==> src/rtl/piece_motion_ctrl.sv <==
// Falling-piece position/rotation controller: every move goes through a board
// collision check; handles rotation, hard drop, lock delay and game over.
//
// state    | meaning
// ---------+-----------------------------------------------
// ST_EMPTY | no piece in play, only spawn accepted
// ST_IDLE  | piece active, one command accepted per cycle
// ST_CHECK | candidate presented on chk_*, chk_req high
module piece_motion_ctrl #(
  parameter int BOARD_W    = 10,
  parameter int BOARD_H    = 20,
  parameter int XW         = 4,
  parameter int YW         = 5,
  parameter int SPAWN_X    = 3,
  parameter int SPAWN_Y    = 0,
  parameter int LOCK_DELAY = 2
) (
  input  logic          clk,
  input  logic          reset_n,
  input  logic          spawn,
  input  logic          tick,
  input  logic          move_left,
  input  logic          move_right,
  input  logic          move_down,
  input  logic          rotate,
  input  logic          hard_drop,
  output logic          chk_req,
  output logic [XW-1:0] chk_x,
  output logic [YW-1:0] chk_y,
  output logic [1:0]    chk_rot,
  input  logic          chk_done,
  input  logic          chk_ok,
  output logic [XW-1:0] cur_x,
  output logic [YW-1:0] cur_y,
  output logic [1:0]    cur_rot,
  output logic          active,
  output logic          busy,
  output logic          locked,
  output logic          game_over
);

  localparam logic [XW-1:0] X_MAX   = XW'(BOARD_W - 1);
  localparam logic [YW-1:0] Y_MAX   = YW'(BOARD_H - 1);
  localparam logic [XW-1:0] X_SPAWN = XW'(SPAWN_X);
  localparam logic [YW-1:0] Y_SPAWN = YW'(SPAWN_Y);
  localparam int            LCW     = $clog2(LOCK_DELAY + 1);
  localparam logic [LCW-1:0] LOCK_TC = LCW'(LOCK_DELAY);

  typedef enum logic [1:0] {ST_EMPTY, ST_IDLE, ST_CHECK} state_t;
  typedef enum logic [2:0] {K_SPAWN, K_HARD, K_DOWN, K_TICK, K_LEFT, K_RIGHT, K_ROT} kind_t;

  state_t         state_q, state_d;
  kind_t          kind_q, kind_d;
  logic [XW-1:0]  cur_x_q, cur_x_d, chk_x_q, chk_x_d;
  logic [YW-1:0]  cur_y_q, cur_y_d, chk_y_q, chk_y_d;
  logic [1:0]     cur_rot_q, cur_rot_d, chk_rot_q, chk_rot_d;
  logic           chk_req_q, chk_req_d;
  logic [LCW-1:0] lock_cnt_q, lock_cnt_d;
  logic           tick_pend_q, tick_pend_d;
  logic           active_q, active_d;
  logic           locked_q, locked_d;
  logic           game_over_q, game_over_d;

  logic           launch, bump_lock, do_lock;
  kind_t          l_kind;
  logic [XW-1:0]  l_x;
  logic [YW-1:0]  l_y;
  logic [1:0]     l_rot;
  logic [LCW-1:0] lock_inc;

  always_comb begin
    state_d     = state_q;
    kind_d      = kind_q;
    cur_x_d     = cur_x_q;
    cur_y_d     = cur_y_q;
    cur_rot_d   = cur_rot_q;
    chk_x_d     = chk_x_q;
    chk_y_d     = chk_y_q;
    chk_rot_d   = chk_rot_q;
    chk_req_d   = chk_req_q;
    lock_cnt_d  = lock_cnt_q;
    tick_pend_d = tick_pend_q;
    active_d    = active_q;
    locked_d    = 1'b0;
    game_over_d = 1'b0;
    launch      = 1'b0;
    bump_lock   = 1'b0;
    do_lock     = 1'b0;
    l_kind      = K_SPAWN;
    l_x         = cur_x_q;
    l_y         = cur_y_q;
    l_rot       = cur_rot_q;
    lock_inc    = lock_cnt_q + LCW'(1);

    case (state_q)
      ST_EMPTY: begin
        if (spawn) begin
          launch = 1'b1;
          l_kind = K_SPAWN;
          l_x    = X_SPAWN;
          l_y    = Y_SPAWN;
          l_rot  = 2'd0;
        end
      end

      ST_IDLE: begin
        if (spawn) begin
          launch = 1'b1;
          l_kind = K_SPAWN;
          l_x    = X_SPAWN;
          l_y    = Y_SPAWN;
          l_rot  = 2'd0;
        end else if (hard_drop) begin
          if (cur_y_q == Y_MAX) begin
            do_lock = 1'b1;
          end else begin
            launch = 1'b1;
            l_kind = K_HARD;
            l_y    = cur_y_q + YW'(1);
          end
        end else if (rotate) begin
          launch = 1'b1;
          l_kind = K_ROT;
          l_rot  = cur_rot_q + 2'd1;
        end else if (move_left) begin
          if (cur_x_q != '0) begin
            launch = 1'b1;
            l_kind = K_LEFT;
            l_x    = cur_x_q - XW'(1);
          end
        end else if (move_right) begin
          if (cur_x_q != X_MAX) begin
            launch = 1'b1;
            l_kind = K_RIGHT;
            l_x    = cur_x_q + XW'(1);
          end
        end else if (move_down || tick || tick_pend_q) begin
          // a soft drop leaves any pending gravity tick for a later cycle
          if (!move_down) tick_pend_d = 1'b0;
          l_kind = move_down ? K_DOWN : K_TICK;
          if (cur_y_q == Y_MAX) begin
            bump_lock = 1'b1;
          end else begin
            launch = 1'b1;
            l_y    = cur_y_q + YW'(1);
          end
        end
      end

      ST_CHECK: begin
        if (tick) tick_pend_d = 1'b1;
        if (chk_done) begin
          chk_req_d = 1'b0;
          state_d   = ST_IDLE;
          if (chk_ok) begin
            cur_x_d   = chk_x_q;
            cur_y_d   = chk_y_q;
            cur_rot_d = chk_rot_q;
            case (kind_q)
              K_SPAWN: begin
                active_d   = 1'b1;
                lock_cnt_d = '0;
              end
              K_DOWN, K_TICK: lock_cnt_d = '0;
              K_HARD: begin
                lock_cnt_d = '0;
                if (chk_y_q == Y_MAX) begin
                  do_lock = 1'b1;
                end else begin
                  launch = 1'b1;
                  l_kind = K_HARD;
                  l_x    = chk_x_q;
                  l_y    = chk_y_q + YW'(1);
                  l_rot  = chk_rot_q;
                end
              end
              default: ;
            endcase
          end else begin
            case (kind_q)
              K_SPAWN: begin
                game_over_d = 1'b1;
                active_d    = 1'b0;
                state_d     = ST_EMPTY;
              end
              K_HARD:         do_lock   = 1'b1;
              K_DOWN, K_TICK: bump_lock = 1'b1;
              default: ;
            endcase
          end
        end
      end

      default: state_d = ST_EMPTY;
    endcase

    if (bump_lock) begin
      if (lock_inc == LOCK_TC) do_lock = 1'b1;
      else                     lock_cnt_d = lock_inc;
    end

    if (do_lock) begin
      locked_d   = 1'b1;
      active_d   = 1'b0;
      lock_cnt_d = '0;
      state_d    = ST_EMPTY;
    end

    if (launch) begin
      state_d   = ST_CHECK;
      kind_d    = l_kind;
      chk_x_d   = l_x;
      chk_y_d   = l_y;
      chk_rot_d = l_rot;
      chk_req_d = 1'b1;
      if (l_kind == K_SPAWN) begin
        active_d    = 1'b0;
        tick_pend_d = 1'b0;
      end
    end
  end

  always_ff @(posedge clk or negedge reset_n) begin
    if (!reset_n) begin
      state_q     <= ST_EMPTY;
      kind_q      <= K_SPAWN;
      cur_x_q     <= X_SPAWN;
      cur_y_q     <= Y_SPAWN;
      cur_rot_q   <= 2'd0;
      chk_x_q     <= X_SPAWN;
      chk_y_q     <= Y_SPAWN;
      chk_rot_q   <= 2'd0;
      chk_req_q   <= 1'b0;
      lock_cnt_q  <= '0;
      tick_pend_q <= 1'b0;
      active_q    <= 1'b0;
      locked_q    <= 1'b0;
      game_over_q <= 1'b0;
    end else begin
      state_q     <= state_d;
      kind_q      <= kind_d;
      cur_x_q     <= cur_x_d;
      cur_y_q     <= cur_y_d;
      cur_rot_q   <= cur_rot_d;
      chk_x_q     <= chk_x_d;
      chk_y_q     <= chk_y_d;
      chk_rot_q   <= chk_rot_d;
      chk_req_q   <= chk_req_d;
      lock_cnt_q  <= lock_cnt_d;
      tick_pend_q <= tick_pend_d;
      active_q    <= active_d;
      locked_q    <= locked_d;
      game_over_q <= game_over_d;
    end
  end

  assign chk_req   = chk_req_q;
  assign chk_x     = chk_x_q;
  assign chk_y     = chk_y_q;
  assign chk_rot   = chk_rot_q;
  assign cur_x     = cur_x_q;
  assign cur_y     = cur_y_q;
  assign cur_rot   = cur_rot_q;
  assign active    = active_q;
  assign busy      = (state_q == ST_CHECK);
  assign locked    = locked_q;
  assign game_over = game_over_q;

endmodule

==> config.mk <==
export PLATFORM = sky130hd
export DESIGN_NAME = piece_motion_ctrl
export DESIGN_NICKNAME = d
export VERILOG_FILES = /design/src/rtl/piece_motion_ctrl.sv
export SDC_FILE = /design/constraint.sdc
export NUM_CORES = 1
export LEC_CHECK = 0
export CAP_MARGIN = 20
export CORE_ASPECT_RATIO = 0.5
export CORE_MARGIN = 1.5
export CORE_UTILIZATION = 55
export CTS_CLUSTER_SIZE = 30
export DETAILED_ROUTE_END_ITERATION = 10
export GPL_ROUTABILITY_DRIVEN = 0
export GPL_TIMING_DRIVEN = 0
export PLACE_DENSITY = 0.9
export SLEW_MARGIN = 0
export SYNTH_ARGS = -nofsm -noshare
export SYNTH_HDL_FRONTEND = slang
export SYNTH_SLANG_ARGS = --single-unit
==> constraint.sdc <==
create_clock -name clk -period 6.1 [get_ports clk]
set_input_delay 0.61 -clock clk [delete_from_list [all_inputs] [get_ports clk]]
set_output_delay 0.61 -clock clk [all_outputs]
set_load 0.01 [all_outputs]
After elaboration in Yosys (flattened, before gate mapping)
Cells that the tools add are included.
W data, S select, Z words.
Word-level totals
  register bits after elaboration: 34
  latch bits: 0
  bits in writable memories: 0
  ROM bits: 0
  input port bits: 11
  logic and storage cells: 173
  memories kept: 0
Cells by class
  add/sub/neg operators: 6
  multipliers: 0
  div/mod/pow operators: 0
  order comparisons: 0
  eq/ne operators: 12
  shift-type cells: 0
  mux-type cells: 126
  bitwise gates (word level): 0
  reduce and logical (&&, ||, !) cells: 15
Operator list (number)
  $mux W1: 67
  $mux W5: 12
  $mux W4: 12
  $mux W2: 19
  $mux W3: 7
  $pmux W5 S3: 1
  $pmux W4 S3: 1
  $add A5 B1 Y5 const B: 2
  $eq A5 B5 Y1 const B: 2
  $eq A3 B2 Y1 const B: 2
  $logic_not A3 Y1: 2
  $pmux W1 S2: 3
  $pmux W2 S3: 1
  $pmux W3 S2: 1
  $reduce_and A2 Y1: 3
  $ne A5 B5 Y1 const B: 1
  $add A2 B1 Y2 const B: 2
  $add A4 B1 Y4 const B: 1
  $eq A2 B2 Y1 const B: 2
  $ne A4 B2 Y1 const B: 1
  $ne A4 B4 Y1 const B: 1
  $pmux W2 S2: 1
  $reduce_bool A2 Y1: 2
  $reduce_bool A4 Y1: 1
  10 further kinds: 12

Logic depth before layout (Yosys ltp)
  depth after elaboration: 13
  gate-level depth with buffers: 9
  mapped depth without buffers: 7

Worst setup path after synthesis
No wires, ideal clock.
  kind: reg-to-reg
  start point: register cur_x_q[1] (netlist: cur_x[1])
  end point: register kind_q[1]
  setup time: 0.125 ns
  arrival: 2.180 ns
  required time: 5.975 ns
  slack: 3.795 ns
  stages on the path, launching flop included: 9
  clock period less this slack: 2.305 ns
  cell sequence: dfstp_2 -> inv_1 -> ha_1 -> and3b_1 -> o221a_2 -> o2111ai_4 -> and2_4 -> buf_6 -> mux2_4
On the way
  cells in the longest elaborated chain, start to end: 8
RTL lines
  start: declaration: RTL line 54  | logic [XW-1:0] cur_x_q, cur_x_d, chk_x_q, chk_x_d;
  start signal: assignment: RTL line 242  | cur_x_q <= cur_x_d;
  $ne A4 B4 Y1: RTL line 132  | if (cur_x_q != X_MAX) begin
  $mux W1: RTL line 132
  $mux W1: RTL line 131  | end else if (move_right) begin
  $mux W1 *: RTL line 125  | end else if (move_left) begin
  $mux W1 *: RTL line 121  | end else if (rotate) begin
  $mux W1 *: RTL line 113  | end else if (hard_drop) begin
  $mux W1 *: RTL line 107  | if (spawn) begin
  $pmux W1 S3 *: RTL line 95  | case (state_q)
  end signal: assignment: RTL line 241  | kind_q <= kind_d;
  end: declaration: RTL line 53  | kind_t kind_q, kind_d;
Every way passes the cells marked *; elsewhere a longest branch is shown, timed or not.
A chain may end at the register's enable or synchronous reset.

Worst setup path in the final report
  start point: input port hard_drop
  end point: register lock_cnt_q[1]
On the way
  cells in the longest elaborated chain, start to end: 6
RTL lines
  start: declaration: RTL line 26  | input logic hard_drop,
  $mux W1: RTL line 113
  $mux W1: RTL line 107
  $pmux W1 S2: RTL line 95
  $mux W1: RTL line 198  | if (lock_inc == LOCK_TC) do_lock = 1'b1;
  $mux W1: RTL line 197  | if (bump_lock) begin
  $mux W2 *: RTL line 202  | if (do_lock) begin
  named net lock_cnt_d[1]: RTL line 58  | logic [LCW-1:0] lock_cnt_q, lock_cnt_d;
  end signal: assignment: RTL line 249  | lock_cnt_q <= lock_cnt_d;
  end: declaration: RTL line 58
Mark *: on every way through the listed nets, which the timed path passes. The rest lies on a longest branch.

==> flow_summary.toml <==
[floorplan]
initial_core_util_pct = 58.8
dieArea_sq_um = 4710
placementRows = 16
ios = 38
die_h_um = 49.3
die-width_um = 95.6
core_area_sq_um = 4000

[synth]
ys_seq_area_share_pct = 36.3
ys_types = 63
synth_edf_count = 0
syn_nets = 270
ys_ff_latch = 34
synth_area_sq_um = 2360
synth_ff_type = "dfrtp_1"
syn_avg_cell_area_sq_um = 9.50
async_flop_share_pct = 100
yosys_warnings = 0
synthCells = 248

[setup_path]
critPathMaxStageDelay_ns = 0.50
arrival_ns = 2.96
worstPathMaxFanout = 10
r2r-start = "state_q[1]"
worstReg2RegEnd = "lock_cnt_q[1]"
worstSetupEndpointType = "flop"
path_class = "in -> reg"
path_cells = "clkdlybuf4s50_1 -> clkbuf_1 -> nor4b_1 -> nand4_1 -> a211oi_1 -> mux2_2 -> nor2_1"
worst_setup_path_start_kind = "primary input"
slowest_stage = "nor4b_1"
crit_start = "hard_drop"
critPathRequiredTime_ns = 6.33
rrSetupSlack_ns = 3.56
r2r_cells = 8

[cells_and_area]
utilization_pct = 71.5
fin_nets = 310
drive_gt1_share_pct = 15.3
fillerInstances = 300
diodes = 0
syn_to_final_growth_pct = 21.5

[global_routing]
overflow = 0
grtUsageTotal_pct = 28.7
grt_pass1_vias = 2104
grt_first_pass_wirelength_mm = 10.2
grt_max_degree = 35
antenna_found_initial = 0

[power]
powerDensity_nw_per_um2 = 401
power.total_uw = 1150
p_sw_share_pct = 38.9
p_leak_uw = 0.00118
comb_power_share_pct = 48.1
switchingPower_uw = 446
max-vdd-ir-drop_uv = 265
pwr-share-clk_pct = 18.4
p_seq_share_pct = 33.5
p_int_uw = 700

[run]
maxCapViolCount = 0

[route]
routedWlPerCell_um = 17.8
final_antenna_net_count = 0
drc = 0
num_vias = 2186
via_per_inst = 6.39
detail_route.iter0.violations = 193
drtPass1Iterations = 5
wl_mm = 6.10

[timing]
fin_hold_ws_ns = 0.377
fmax_ghz = 0.366
fin_crit_sh_pct = 44.8
report.final.slew_viol_count = 0
rsz0062_at_grt = "false"
tns_ns = 0
maxSlewHeadroom_pct = 51.4
setup_violations = 0
period_needed_ns = 2.73
finClkSkew_ns = 0.00847
worst_slew_pin_slew_ns = 0.729
hold_viol_final = 0

[status]
status = "completed"

[clock_network]
clkSinkCount = 34
cts_made_buffers = 5
cts_hold_buf = 0
cts_tree = "done"
cts_resized = 0
clk_pin_slew_ns = 0.07
clk_latency_ns = 0.29
clockRootBuffer = "clkbuf_8"
post-cts-setup-buffer-count = 0
cts_buffer_depth = 2
cts.htree.levels = 2

[placement]
hpwl_mm = 4.27
numPortBuffers = 33

[worst_hold_path]
hp-class = "in -> async"
[sequential cells by signal, summed over array words and instances, names as in the netlist, 2 cells and up]
name,flops
lock_cnt_q,2
kind_q,3
chk_rot,2
state_q,2
cur_x,4
chk_x,4
chk_y,5
cur_rot,2
cur_y,5
[stage by stage]
stage          instance area, sq um  cells  worst slack (ns)
5_1_grt                        2860    342              3.21
6_report                       2860    342              3.37
3_5_place_dp                   2750    335              3.12
4_1_cts                        2860    342              3.41
3_3_place_gp                   2750    335              3.14
2_1_floorplan                  2360    248              3.79
[cells by family after synthesis]
group	Yosys count	synth area share [%]
AO/OA/AOI/OAI	66	20.3
XOR/XNOR	4	1.49
adder cells (fa/ha/maj)	11	5.84
buffers and inverters	24	4.20
flip-flops	34	36.3
multiplexers	23	11.2
AND/OR/NAND/NOR	86	20.6
[synthesized netlist by cell type (2+ instances only)]
library cell	n	share of area, %
o22ai_1	5	1.3
a211oi_1	2	0.64
a21o_1	2	0.64
mux2_2	19	9.1
nand3_1	11	2.3
xnor2_1	2	0.74
o211ai_1	3	0.96
or4_1	2	0.64
a22oi_1	2	0.64
o21ai_0	10	2.1
nand3b_1	2	0.64
a221o_1	2	0.85
nand2b_1	4	1.1
ha_1	11	5.8
a31oi_1	3	0.80
a311oi_1	3	1.1
nand2_1	17	2.7
nor2_1	16	2.5
a21oi_1	15	3.2
nor3_1	5	1.1
mux2i_1	2	0.85
nand4bb_1	2	0.96
dfstp_2	4	4.5
o31ai_1	2	0.64
inv_1	13	2.1
dfrtp_1	30	32
a22o_1	3	1.1
nand4_1	4	1.1
nor2b_1	4	1.1
clkbuf_1	8	1.3
nor3b_1	3	0.96
xor2_1	2	0.74
mux2_4	2	1.3
and2_1	3	0.80
o2111ai_1	2	0.74
[cell usage in the layout, fill, tap and decap left out, types with 3 or more instances in the layout]
| cell type | n |
|---|---|
| dfrtp_1 | 30 |
| and2_1 | 3 |
| a311oi_1 | 3 |
| a22o_1 | 3 |
| clkbuf_8 | 6 |
| nor3_1 | 5 |
| nand3_1 | 11 |
| a31oi_1 | 3 |
| nor2b_1 | 4 |
| nor3b_1 | 3 |
| o211ai_1 | 3 |
| inv_1 | 13 |
| o22ai_1 | 5 |
| mux2_2 | 19 |
| nand2_1 | 17 |
| nor2_1 | 16 |
| clkbuf_1 | 8 |
| o21ai_0 | 10 |
| clkdlybuf4s50_1 | 32 |
| nand2b_1 | 4 |
| dfstp_2 | 4 |
| ha_1 | 11 |
| a21oi_1 | 15 |
| nand4_1 | 4 |
[worst max-delay path: cells and delay by family]
kind,cells,cell delay (ns)
AO/OA/AOI/OAI,1,0.45
multiplexers,1,0.38
buffers and inverters,2,0.71
AND/OR/NAND/NOR,3,0.79
[per-layer routing]
metal	routed length (um)	share of wire [%]	GRT usage, %
met5	0	0	0
met4	101	1.7	10.8
met3	473	7.8	7.32
met2	2900	48	45.8
met1	2620	43	37.4
[area by class of cell]
type                       instances  area [sq um]  area share, %
timing repair buffer              33           325           11.4
inverter                          13          48.8           1.71
clock inverter                     1          30.0           1.05
multi-input combinational        190          1400           49.0
tap                               54          67.6           2.36
sequential                        34           856           29.9
buffer                            11          50.0           1.75
clock buffer                       6          82.6           2.89
[worst max path at each step]
stage                                to  slack [ns]
after floorplan               kind_q[1]        3.79
after global placement    lock_cnt_q[0]        3.14
after detailed placement  lock_cnt_q[1]        3.12
after CTS                 lock_cnt_q[1]        3.41
after global routing      lock_cnt_q[1]        3.21
final                     lock_cnt_q[1]        3.37
[power groups by stage]
stage	registers [uW]	clock network (uW)	logic, uW
2_1_floorplan	387	0	319
3_3_place_gp	377	0	517
3_5_place_dp	381	0	537
4_1_cts	381	213	543
5_1_grt	397	225	598
6_report	383	211	551
(Power assumes the default switching activity.)
